<file path="src/rtl/ysyx_22050854_axi_rd_slave_pkg.sv">
// rtl/ysyx_22050854_axi_rd_slave_pkg.sv - shared AXI burst/response encodings
//
// Purpose: AXI4 burst-type and response-code encodings shared by the AXI
//          slaves, plus a helper that turns an AxSIZE field into a byte step.
// Ports:   none (package).
package ysyx_22050854_axi_rd_slave_pkg;

  typedef logic [1:0] axi_burst_t;
  typedef logic [1:0] axi_resp_t;

  localparam axi_burst_t AXI_BURST_FIXED = 2'b00;
  localparam axi_burst_t AXI_BURST_INCR  = 2'b01;
  localparam axi_burst_t AXI_BURST_WRAP  = 2'b10;

  localparam axi_resp_t AXI_RESP_OKAY   = 2'b00;
  localparam axi_resp_t AXI_RESP_SLVERR = 2'b10;

  // Bytes per beat for a given AxSIZE encoding.
  function automatic logic [31:0] axi_size_bytes(input logic [2:0] size);
    return 32'd1 << size;
  endfunction

endpackage

</file>
<file path="src/rtl/ysyx_22050854_axi_rd_slave_reg.sv">
// rtl/ysyx_22050854_axi_rd_slave_reg.sv - generic enable register
//
// Purpose: WIDTH-bit register with synchronous active-high reset to RESET_VAL
//          and a write enable.
// Ports:   clock, reset - clock and synchronous active-high reset
//          din, wen     - data in and load enable
//          dout         - registered data
module ysyx_22050854_Reg #(
  parameter int               WIDTH     = 1,
  parameter logic [WIDTH-1:0] RESET_VAL = '0
) (
  input  logic             clock,
  input  logic             reset,
  input  logic [WIDTH-1:0] din,
  output logic [WIDTH-1:0] dout,
  input  logic             wen
);

  always_ff @(posedge clock) begin
    if (reset) begin
      dout <= RESET_VAL;
    end else if (wen) begin
      dout <= din;
    end
  end

endmodule

</file>
<file path="src/rtl/ysyx_22050854_axi_rd_slave.sv">
// rtl/ysyx_22050854_axi_rd_slave.sv - AXI4 read slave in front of a 1-cycle SRAM
//
// Purpose: accepts one AR burst at a time, waits LATENCY cycles, then returns
//          arlen+1 beats read from a backing SRAM whose data is valid the cycle
//          after mem_ren. Unsupported bursts (WRAP/reserved, oversize beats)
//          return SLVERR beats without touching the SRAM.
// Ports:   clock, reset                          - clock, sync active-high reset
//          arvalid/arready/arid/araddr/arlen/
//          arsize/arburst                        - AXI4 read-address channel
//          rvalid/rready/rid/rdata/rresp/rlast   - AXI4 read-data channel
//          mem_ren/mem_raddr/mem_rdata           - backing SRAM read port
import ysyx_22050854_axi_rd_slave_pkg::*;

module ysyx_22050854_axi_rd_slave #(
  parameter int ID_W    = 4,
  parameter int DATA_W  = 64,
  parameter int LATENCY = 2
) (
  input  logic              clock,
  input  logic              reset,
  input  logic              arvalid,
  output logic              arready,
  input  logic [ID_W-1:0]   arid,
  input  logic [31:0]       araddr,
  input  logic [7:0]        arlen,
  input  logic [2:0]        arsize,
  input  logic [1:0]        arburst,
  output logic              rvalid,
  input  logic              rready,
  output logic [ID_W-1:0]   rid,
  output logic [DATA_W-1:0] rdata,
  output logic [1:0]        rresp,
  output logic              rlast,
  output logic              mem_ren,
  output logic [31:0]       mem_raddr,
  input  logic [DATA_W-1:0] mem_rdata
);

  localparam logic [1:0] S_IDLE  = 2'd0;
  localparam logic [1:0] S_WAIT  = 2'd1;
  localparam logic [1:0] S_FETCH = 2'd2;
  localparam logic [1:0] S_RESP  = 2'd3;

  localparam int         CNT_W    = 4;
  localparam logic [2:0] MAX_SIZE = 3'($clog2(DATA_W / 8));
  localparam int         CAP_W    = ID_W + 8 + 3 + 2 + 1;

  logic [1:0]       r_state;
  logic [CNT_W-1:0] r_wait;
  logic [7:0]       r_beat;
  logic [31:0]      r_addr;

  logic             w_ar_hs;
  logic             w_r_hs;
  logic             w_ar_err;
  logic             w_last;
  logic [31:0]      w_next_addr;

  logic [ID_W-1:0]  w_id;
  logic [7:0]       w_len;
  logic [2:0]       w_size;
  logic [1:0]       w_burst;
  logic             w_err;

  // Error bursts are classified once at AR time and carried with the fields.
  assign w_ar_err = (arburst == AXI_BURST_WRAP) || (arburst == 2'b11) || (arsize > MAX_SIZE);

  ysyx_22050854_Reg #(
    .WIDTH     (CAP_W),
    .RESET_VAL ('0)
  ) u_ar_cap (
    .clock (clock),
    .reset (reset),
    .din   ({arid, arlen, arsize, arburst, w_ar_err}),
    .dout  ({w_id, w_len, w_size, w_burst, w_err}),
    .wen   (w_ar_hs)
  );

  // Outputs are gated by reset so they read idle in the reset cycle itself.
  assign arready = !reset && (r_state == S_IDLE);
  assign rvalid  = !reset && (r_state == S_RESP);
  assign mem_ren = !reset && (r_state == S_FETCH);

  assign w_ar_hs = arvalid && arready;
  assign w_r_hs  = rvalid && rready;
  assign w_last  = (r_beat == w_len);

  assign mem_raddr = reset ? 32'd0 : r_addr;
  assign rid       = reset ? '0 : w_id;
  assign rlast     = rvalid && w_last;
  assign rresp     = (rvalid && w_err) ? AXI_RESP_SLVERR : AXI_RESP_OKAY;
  // SRAM data is held until the next mem_ren, and no fetch happens while
  // stalled in RESP, so rdata stays stable for the whole beat.
  assign rdata     = (rvalid && !w_err) ? mem_rdata : '0;

  assign w_next_addr = (w_burst == AXI_BURST_INCR) ? (r_addr + axi_size_bytes(w_size)) : r_addr;

  always_ff @(posedge clock) begin
    if (reset) begin
      r_state <= S_IDLE;
      r_wait  <= '0;
      r_beat  <= '0;
      r_addr  <= '0;
    end else begin
      case (r_state)
        S_IDLE: begin
          if (w_ar_hs) begin
            r_addr <= araddr;
            r_beat <= '0;
            r_wait <= CNT_W'(LATENCY);
            if (LATENCY > 0) begin
              r_state <= S_WAIT;
            end else if (w_ar_err) begin
              r_state <= S_RESP;
            end else begin
              r_state <= S_FETCH;
            end
          end
        end
        S_WAIT: begin
          r_wait <= r_wait - CNT_W'(1);
          if (r_wait == CNT_W'(1)) begin
            r_state <= w_err ? S_RESP : S_FETCH;
          end
        end
        S_FETCH: begin
          r_state <= S_RESP;
        end
        S_RESP: begin
          if (w_r_hs) begin
            if (w_last) begin
              r_state <= S_IDLE;
            end else begin
              r_beat  <= r_beat + 8'd1;
              r_addr  <= w_next_addr;
              // Error beats need no SRAM access, so stay in RESP.
              r_state <= w_err ? S_RESP : S_FETCH;
            end
          end
        end
        default: r_state <= S_IDLE;
      endcase
    end
  end

endmodule

</file>
<file path="config.mk">
export PLATFORM = sky130hd
export DESIGN_NAME = ysyx_22050854_axi_rd_slave
export DESIGN_NICKNAME = d
export VERILOG_FILES = /design/src/rtl/ysyx_22050854_axi_rd_slave_pkg.sv /design/src/rtl/ysyx_22050854_axi_rd_slave_reg.sv /design/src/rtl/ysyx_22050854_axi_rd_slave.sv
export SDC_FILE = /design/constraint.sdc
export NUM_CORES = 1
export LEC_CHECK = 0
export CORE_ASPECT_RATIO = 0.8
export CORE_MARGIN = 1
export CORE_UTILIZATION = 37
export DETAILED_ROUTE_END_ITERATION = 12
export PLACE_DENSITY = 0.78
export SYNTH_ARGS = -nofsm -noshare
export SYNTH_HDL_FRONTEND = slang
export SYNTH_SLANG_ARGS = --single-unit
</file>
<file path="constraint.sdc">
create_clock -name clock -period 2.7 [get_ports clock]
set_input_delay 0.54 -clock clock [delete_from_list [all_inputs] [get_ports clock]]
set_output_delay 0.54 -clock clock [all_outputs]
set_load 0.01 [all_outputs]
</file>
==> results of run 1 <==
-- state kept, by name, indices dropped and copies added, names as in the netlist --
name,flops
r_beat,8
u_ar_cap.dout,18
r_wait,4
r_state,2
r_addr,32
-- kinds of logic after synthesis --
kind of cell    synth area share (%)
compound gates                  23.5
xor+xnor                        4.21
fa+ha+maj                       3.61
buf+inv                         5.18
flops                           29.3
mux                            0.745
other cells                   0.0859
simple gates                    33.4
-- layout make-up --
| cell class | count | area (sq um) | share of cell area, % |
|---|---|---|---|
| repair buffers | 249 | 2500 | 34.5 |
| well taps | 148 | 185 | 2.56 |
| clock inverters | 3 | 65.1 | 0.899 |
| multi-input cells | 459 | 2880 | 39.9 |
| flip-flops and latches | 64 | 1290 | 17.8 |
| inverters | 18 | 67.6 | 0.934 |
| clock buffers | 13 | 250 | 3.46 |
-- how the worst min path moves through the flow --
stage / startpoint / to
2_1_floorplan: u_ar_cap.dout[2] / u_ar_cap.dout[2]
3_3_place_gp: u_ar_cap.dout[2] / u_ar_cap.dout[2]
3_5_place_dp: u_ar_cap.dout[15] / u_ar_cap.dout[15]
4_1_cts: u_ar_cap.dout[15] / u_ar_cap.dout[15]
5_1_grt: u_ar_cap.dout[17] / u_ar_cap.dout[17]
6_report: u_ar_cap.dout[15] / u_ar_cap.dout[15]
-- per-layer routing --
layer | up-vias | global-route usage, % | wire [um]
met1 | 2408 | 34.0 | 6910
met5 | - | 0 | 0
met4 | 0 | 6.21 | 205
met2 | 255 | 45.0 | 8070
met3 | 21 | 6.42 | 1310
li1 | 2500 | - | -
-- power groups by stage --
stage,Combinational [mW],Clock (mW),Sequential [mW]
finish,0.708,1.25,1.12
CTS,0.701,1.27,1.11
floorplan,0.355,0,1.10
global placement,0.678,0,1.12
detailed placement,0.695,0,1.13
global route,0.771,1.31,1.13
-- what timing repair did --
item,CTS,global route
setup endpoints to repair,5,8
buffers inserted,0,2
hold endpoints to repair,0,0
resized for setup,1,8
cloned,0,1
pin swaps,0,2
-- worst max-delay path: cells and delay by family, from the launching register on --
family,cells,cell delay (ps)
buffers and inverters,3,910
DFF,1,390
and+or+nand+nor,3,440
-- synth_stat cells (2+ instances only) --
library cell  count
buf_6             2
nand2_1          55
nand4_1          12
buf_2             4
nor3b_1           3
a211o_1           2
and3_1            6
mux2_2            2
nor3_1           15
a21o_1            4
o2111ai_1         3
inv_1            18
ha_1             11
xnor2_1          14
nor2_1           55
or2_2             2
nor2b_1          27
a31oi_1           7
a22o_1           18
nor4b_1           2
o211ai_1          9
or3_1             4
o31a_1            4
nor4_1            4
a211oi_1          4
and2_1           68
a22oi_1           8
dfxtp_1          64
and4_1            3
xor2_1            7
nand3_1          18
o221ai_1          2
o41ai_1           2
o22ai_2           4
a21oi_1          33
o21ai_0          13
clkbuf_1         27
o2bb2ai_1         9
o22ai_1          12
buf_1             2
-- placed cells by master, fill, tap and decap left out, types with 4 or more instances in the layout --
cell and count:
o22ai_1 12, dfxtp_1 62, nor2_1 55, xor2_1 7
nand3_1 18, and3_1 6, a21o_1 4, nand4_1 12
a21oi_1 32, clkbuf_16 10, inv_1 18, xnor2_1 14
a22o_1 18, nor2b_1 27, buf_4 22, nand2_1 54
a211oi_1 4, or3_1 4, a22oi_1 8, clkdlybuf4s50_1 220
o31a_1 4, a31oi_1 7, ha_1 11, and2_1 68
o211ai_1 9, nor3_1 14, o2bb2ai_1 9, buf_12 5
o21ai_0 12, o22ai_2 4
-- metrics by stage --
stage               total power, mW  setup TNS, ps
global placement               1.80           -158
global route                   3.21              0
CTS                            3.08              0
finish                         3.07              0
detailed placement             1.82           -549
floorplan                      1.45              0
==> flow_summary.yaml, run 1 <==
layout:
  layout-drive-gt1-share_pct: 7.44
  area.growth.synth_to_final_pct: 65.7
  final_cells: 954
  final_area_sq_um: 7240
  utilization_pct: 62.8
  num-fill-cells: 992
  n_antenna_cell: 0
  layout.nets: 930
pwr:
  pwr-share-clk_pct: 40.7
  powerDensity_nw_per_um2: 425
  leakage_nw: 2.69
  p_switching_mw: 0.803
  p_int_mw: 2.27
  seqPwrFrac_pct: 36.3
  swShare_pct: 26.1
  combPwrFrac_pct: 23.0
  ir_drop_mv: 0.449
sta:
  rsz0062_at_grt: "no"
  maxSlewViolCount: 0
  finalHoldViolCount: 0
  worstMarginPinSlew_ps: 919
  max_slew_margin_pct: 38.7
  post-route-min-period_ps: 2620
  finalClockSkew_ps: 11.5
  layout_worst_path_cycle_share_pct: 96.9
  setup-violations-final: 0
  postLayoutSetupSlackWorst_ps: 83.4
  clock.fmax_mhz: 382
  holdWs_ps: 465
synth:
  synth-seq-cells: 64
  syn_area_per_cell_sq_um: 7.57
  yosys.area.top_type: "dfxtp_1"
  synth.top_cell.area_share_pct: 29.3
  netlist_instances: 577
  ys_seq_area_share_pct: 29.3
  netlist_area_sq_um: 4370
  yosys_warnings: 0
  synth.area.top_cells: "dfxtp_1 (29%), and2_1 (9.7%), nand2_1 (4.7%)"
  async_flop_share_pct: 0
  syn_nets: 706
  ys_types: 58
  synth-edff-count: 0
  synth_flop_cell: "dfxtp_1"
critical_path:
  crit_path_start_kind: "flop"
  endpoint: "rdata[48]"
  path_cells: "nand2_2 -> nor3_4 -> buf_4 -> buf_12 -> and2_1 -> clkdlybuf4s50_1"
  r2r_end: "r_addr[31]"
  r2r_slack_ps: 170
  critPathLaunch: "r_state[0]"
  worst_ep_arrival_time_ps: 2080
  worst_setup_path_end_kind: "primary output"
  cp_max_fo: 32
  cpMaxStageDelayCell: "clkdlybuf4s50_1"
  path_class: "flop to primary output"
  slowest_delay_ps: 550
  r2r_cells: 9
  required_ps: 2160
  r2r-start: "u_ar_cap.dout[4]"
job:
  maxCapViolations: 0
min_path:
  whs_path_depth: 1
  hp-class: "flop to flop"
detailed_routing:
  viasPerCell: 5.43
  antenna_left: 0
  totalWireLength_mm: 16.5
  first_pass_iters: 5
  vias: 5184
  drc: 0
  wire_per_inst_um: 17.3
  drtIter0Drc: 517
global_routing:
  grt_pass1_vias: 4923
  antenna_found_initial: 0
  grt_max_degree: 65
  grtUsageTotal_pct: 26.6
  grt_overflow: 0
  grt_pass1_wl_mm: 25.2
placement:
  dp_cells: 935
  portBuffers: 221
  place_area_sq_um: 6860
  dp_hpwl_mm: 12.4
  place_ws_ps: -73.0
  place.gp.congestion: 0.873
floorplanning:
  start_util_pct: 37.9
  die_w_um: 123
  rows: 35
  die_h_um: 99.2
  die-area_sq_um: 12200
  io_pins: 223
  coreArea_sq_um: 11500
cts:
  cts_buffer_depth: 2
  htreeDepth: 3
  clk_latency_ps: 340
  cts_buffers: 9
  clock_sinks: 64
  path_clk_slew_ps: 50
  cts_tree: "done"
  root_buffer: "clkbuf_16"
  cts_hold_buf: 0
run_status:
  status: "finished clean"
No activity file was read; power rests on OpenSTA's default activity.
==> run 2, diff against run 1 <==
Settings changed: CAP_MARGIN set to 25, CORE_UTILIZATION 37 to 44, PLACE_DENSITY 0.78 to 0.87.
Clock period 2.7 ns to 3.2 ns, I/O delays scaled along.
==> flow_summary.yaml, run 2 (synthesized netlist as in run 1, its figures left out) <==
sta:
  post-route-min-period_ps: 2930
  setup-violations-final: 0
  rsz0062_at_grt: "no"
  fin_setup_tns_ps: 0
  worstMarginPinSlew_ps: 659
  clock.fmax_mhz: 341
  holdWs_ps: 466
  layout_worst_path_cycle_share_pct: 91.6
  finalClockSkew_ps: 6.25
  max_slew_margin_pct: 56.1
  maxSlewViolCount: 0
  finalHoldViolCount: 0
critical_path:
  cpMaxStageDelayCell: "dfxtp_1"
  worst_setup_path_end_kind: "primary output"
  critPathLaunch: "r_state[0]"
  r2r_slack_ps: 300
  worst_ep_arrival_time_ps: 2290
  crit_path_start_kind: "flop"
  path_buf_inv: 2
  r2r_cells: 9
  path_depth: 5
  slowest_delay_ps: 600
  path_class: "flop to primary output"
  cp_top_family: "buffers and inverters"
  r2r_end: "r_addr[30]"
  cp_max_fo: 64
  r2r-start: "u_ar_cap.dout[3]"
  path_cells: "nand2_2 -> nor3_2 -> buf_12 -> and2_1 -> clkdlybuf4s50_1"
  endpoint: "rdata[20]"
  required_ps: 2560
cts:
  cts_buffer_depth: 2
  htreeDepth: 3
  clock_sinks: 64
  cts_buffers: 9
  path_clk_slew_ps: 50
  clk_latency_ps: 320
  cts_tree: "done"
  cts_hold_buf: 0
  root_buffer: "clkbuf_16"
run_status:
  status: "finished clean"
floorplanning:
  die_w_um: 113
  start_util_pct: 45.3
  die-area_sq_um: 10300
  coreArea_sq_um: 9650
  die_h_um: 91.1
  io_pins: 223
  rows: 32
layout:
  multi_input_area_sq_um: 2870
  largest_reg_flops: 32
  final_cells: 925
  regMostFlops: "r_addr"
  n_antenna_cell: 0
  top_regs: "r_addr (32), u_ar_cap.dout (18), r_beat (8)"
  seq_area_sq_um: 1280
  layout.nets: 916
  final_common_cell: "clkdlybuf4s50_1"
  area.growth.synth_to_final_pct: 60.4
  layout-drive-gt1-share_pct: 5.45
  num-fill-cells: 745
  layout_common_cells: "clkdlybuf4s50_1 (220), and2_1 (68), dfxtp_1 (64)"
placement:
  place.gp.congestion: 0.931
  dp_hpwl_mm: 12.1
  dp_cells: 910
  portBuffers: 221
pwr:
  ir_drop_mv: 0.262
  leakage_nw: 2.59
  powerDensity_nw_per_um2: 348
  power.total_mw: 2.44
detailed_routing:
  totalWireLength_mm: 16.2
  vias: 5303
  drtIter0Drc: 571
  antenna_left: 0
  routed-wl-met3_mm: 1.56
  first_pass_iters: 5
  drc: 0
  wire_per_inst_um: 17.5
  wl_met1_mm: 6.25
  highest_layer: "met4"
  met2_length_mm: 8.01
  viasPerCell: 5.73
global_routing:
  grt_overflow: 0
  grt_max_degree: 65
  grt_pass1_vias: 4958
  grtUsageTotal_pct: 31.0
  grt_pass1_wl_mm: 25.6
  antenna_found_initial: 0
job:
  maxCapViolations: 0
min_path:
  hp-class: "flop to flop"
[run 2: worst reg2reg max path: stages, from the launching register on]
cell	delay (ps)
dfxtp_1	470
nor3b_1	420
fa_1	320
a211oi_1	140
nor4b_1	330
buf_4	180
o21ai_1	160
nor4_1	480
o22ai_1	130
o2bb2ai_1	160
[run 2: timing repair]
| item | 4_1_cts | 5_1_grt |
|---|---|---|
| resized for setup | 0 | 1 |
| endpoints found under the setup margin | 0 | 5 |
| setup buffers | 0 | 1 |
[run 2: how the worst min path moves through the flow]
stage                     cells after the start           endpoint               from
after floorplan                               1   u_ar_cap.dout[2]   u_ar_cap.dout[2]
after global placement                        1   u_ar_cap.dout[2]   u_ar_cap.dout[2]
after detailed placement                      1   u_ar_cap.dout[2]   u_ar_cap.dout[2]
after CTS                                     1   u_ar_cap.dout[2]   u_ar_cap.dout[2]
after global routing                          1  u_ar_cap.dout[17]  u_ar_cap.dout[17]
final                                         1   u_ar_cap.dout[2]   u_ar_cap.dout[2]
[run 2: per-stage QoR]
| step | util, % | setup slack (ps) | area (sq um) |
|---|---|---|---|
| final | 72.6 | 269 | 7010 |
| after global routing | 72.6 | 119 | 7010 |
| after CTS | 72.5 | 158 | 6990 |
| after detailed placement | 69.6 | 125 | 6710 |
| after global placement | 69.6 | 189 | 6710 |
| after floorplan | - | 556 | 4370 |
[run 2: where the power goes]
part           internal [mW]  leakage (nW)  switching, mW  total [mW]
combinational          0.323          1.93          0.245       0.567
sequential             0.869         0.526         0.0783       0.947
clock                  0.595         0.140          0.326       0.921
total                   1.79          2.59          0.649        2.44
[run 2: per-layer routing]
layer / global-route usage (%) / up-vias
li1: - / 2467
met1: 37.9 / 2478
met2: 54.4 / 316
met3: 7.88 / 42
met4: 6.58 / 0
met5: 0 / -
[run 2: area by class of cell]
cell class | count | area share (%)
Timing Repair Buffer | 235 | 33.4
Tap cell | 136 | 2.43
Multi-Input combinational cell | 459 | 41.0
Clock buffer | 13 | 4.00
Inverter | 18 | 0.964
Sequential cell | 64 | 18.3
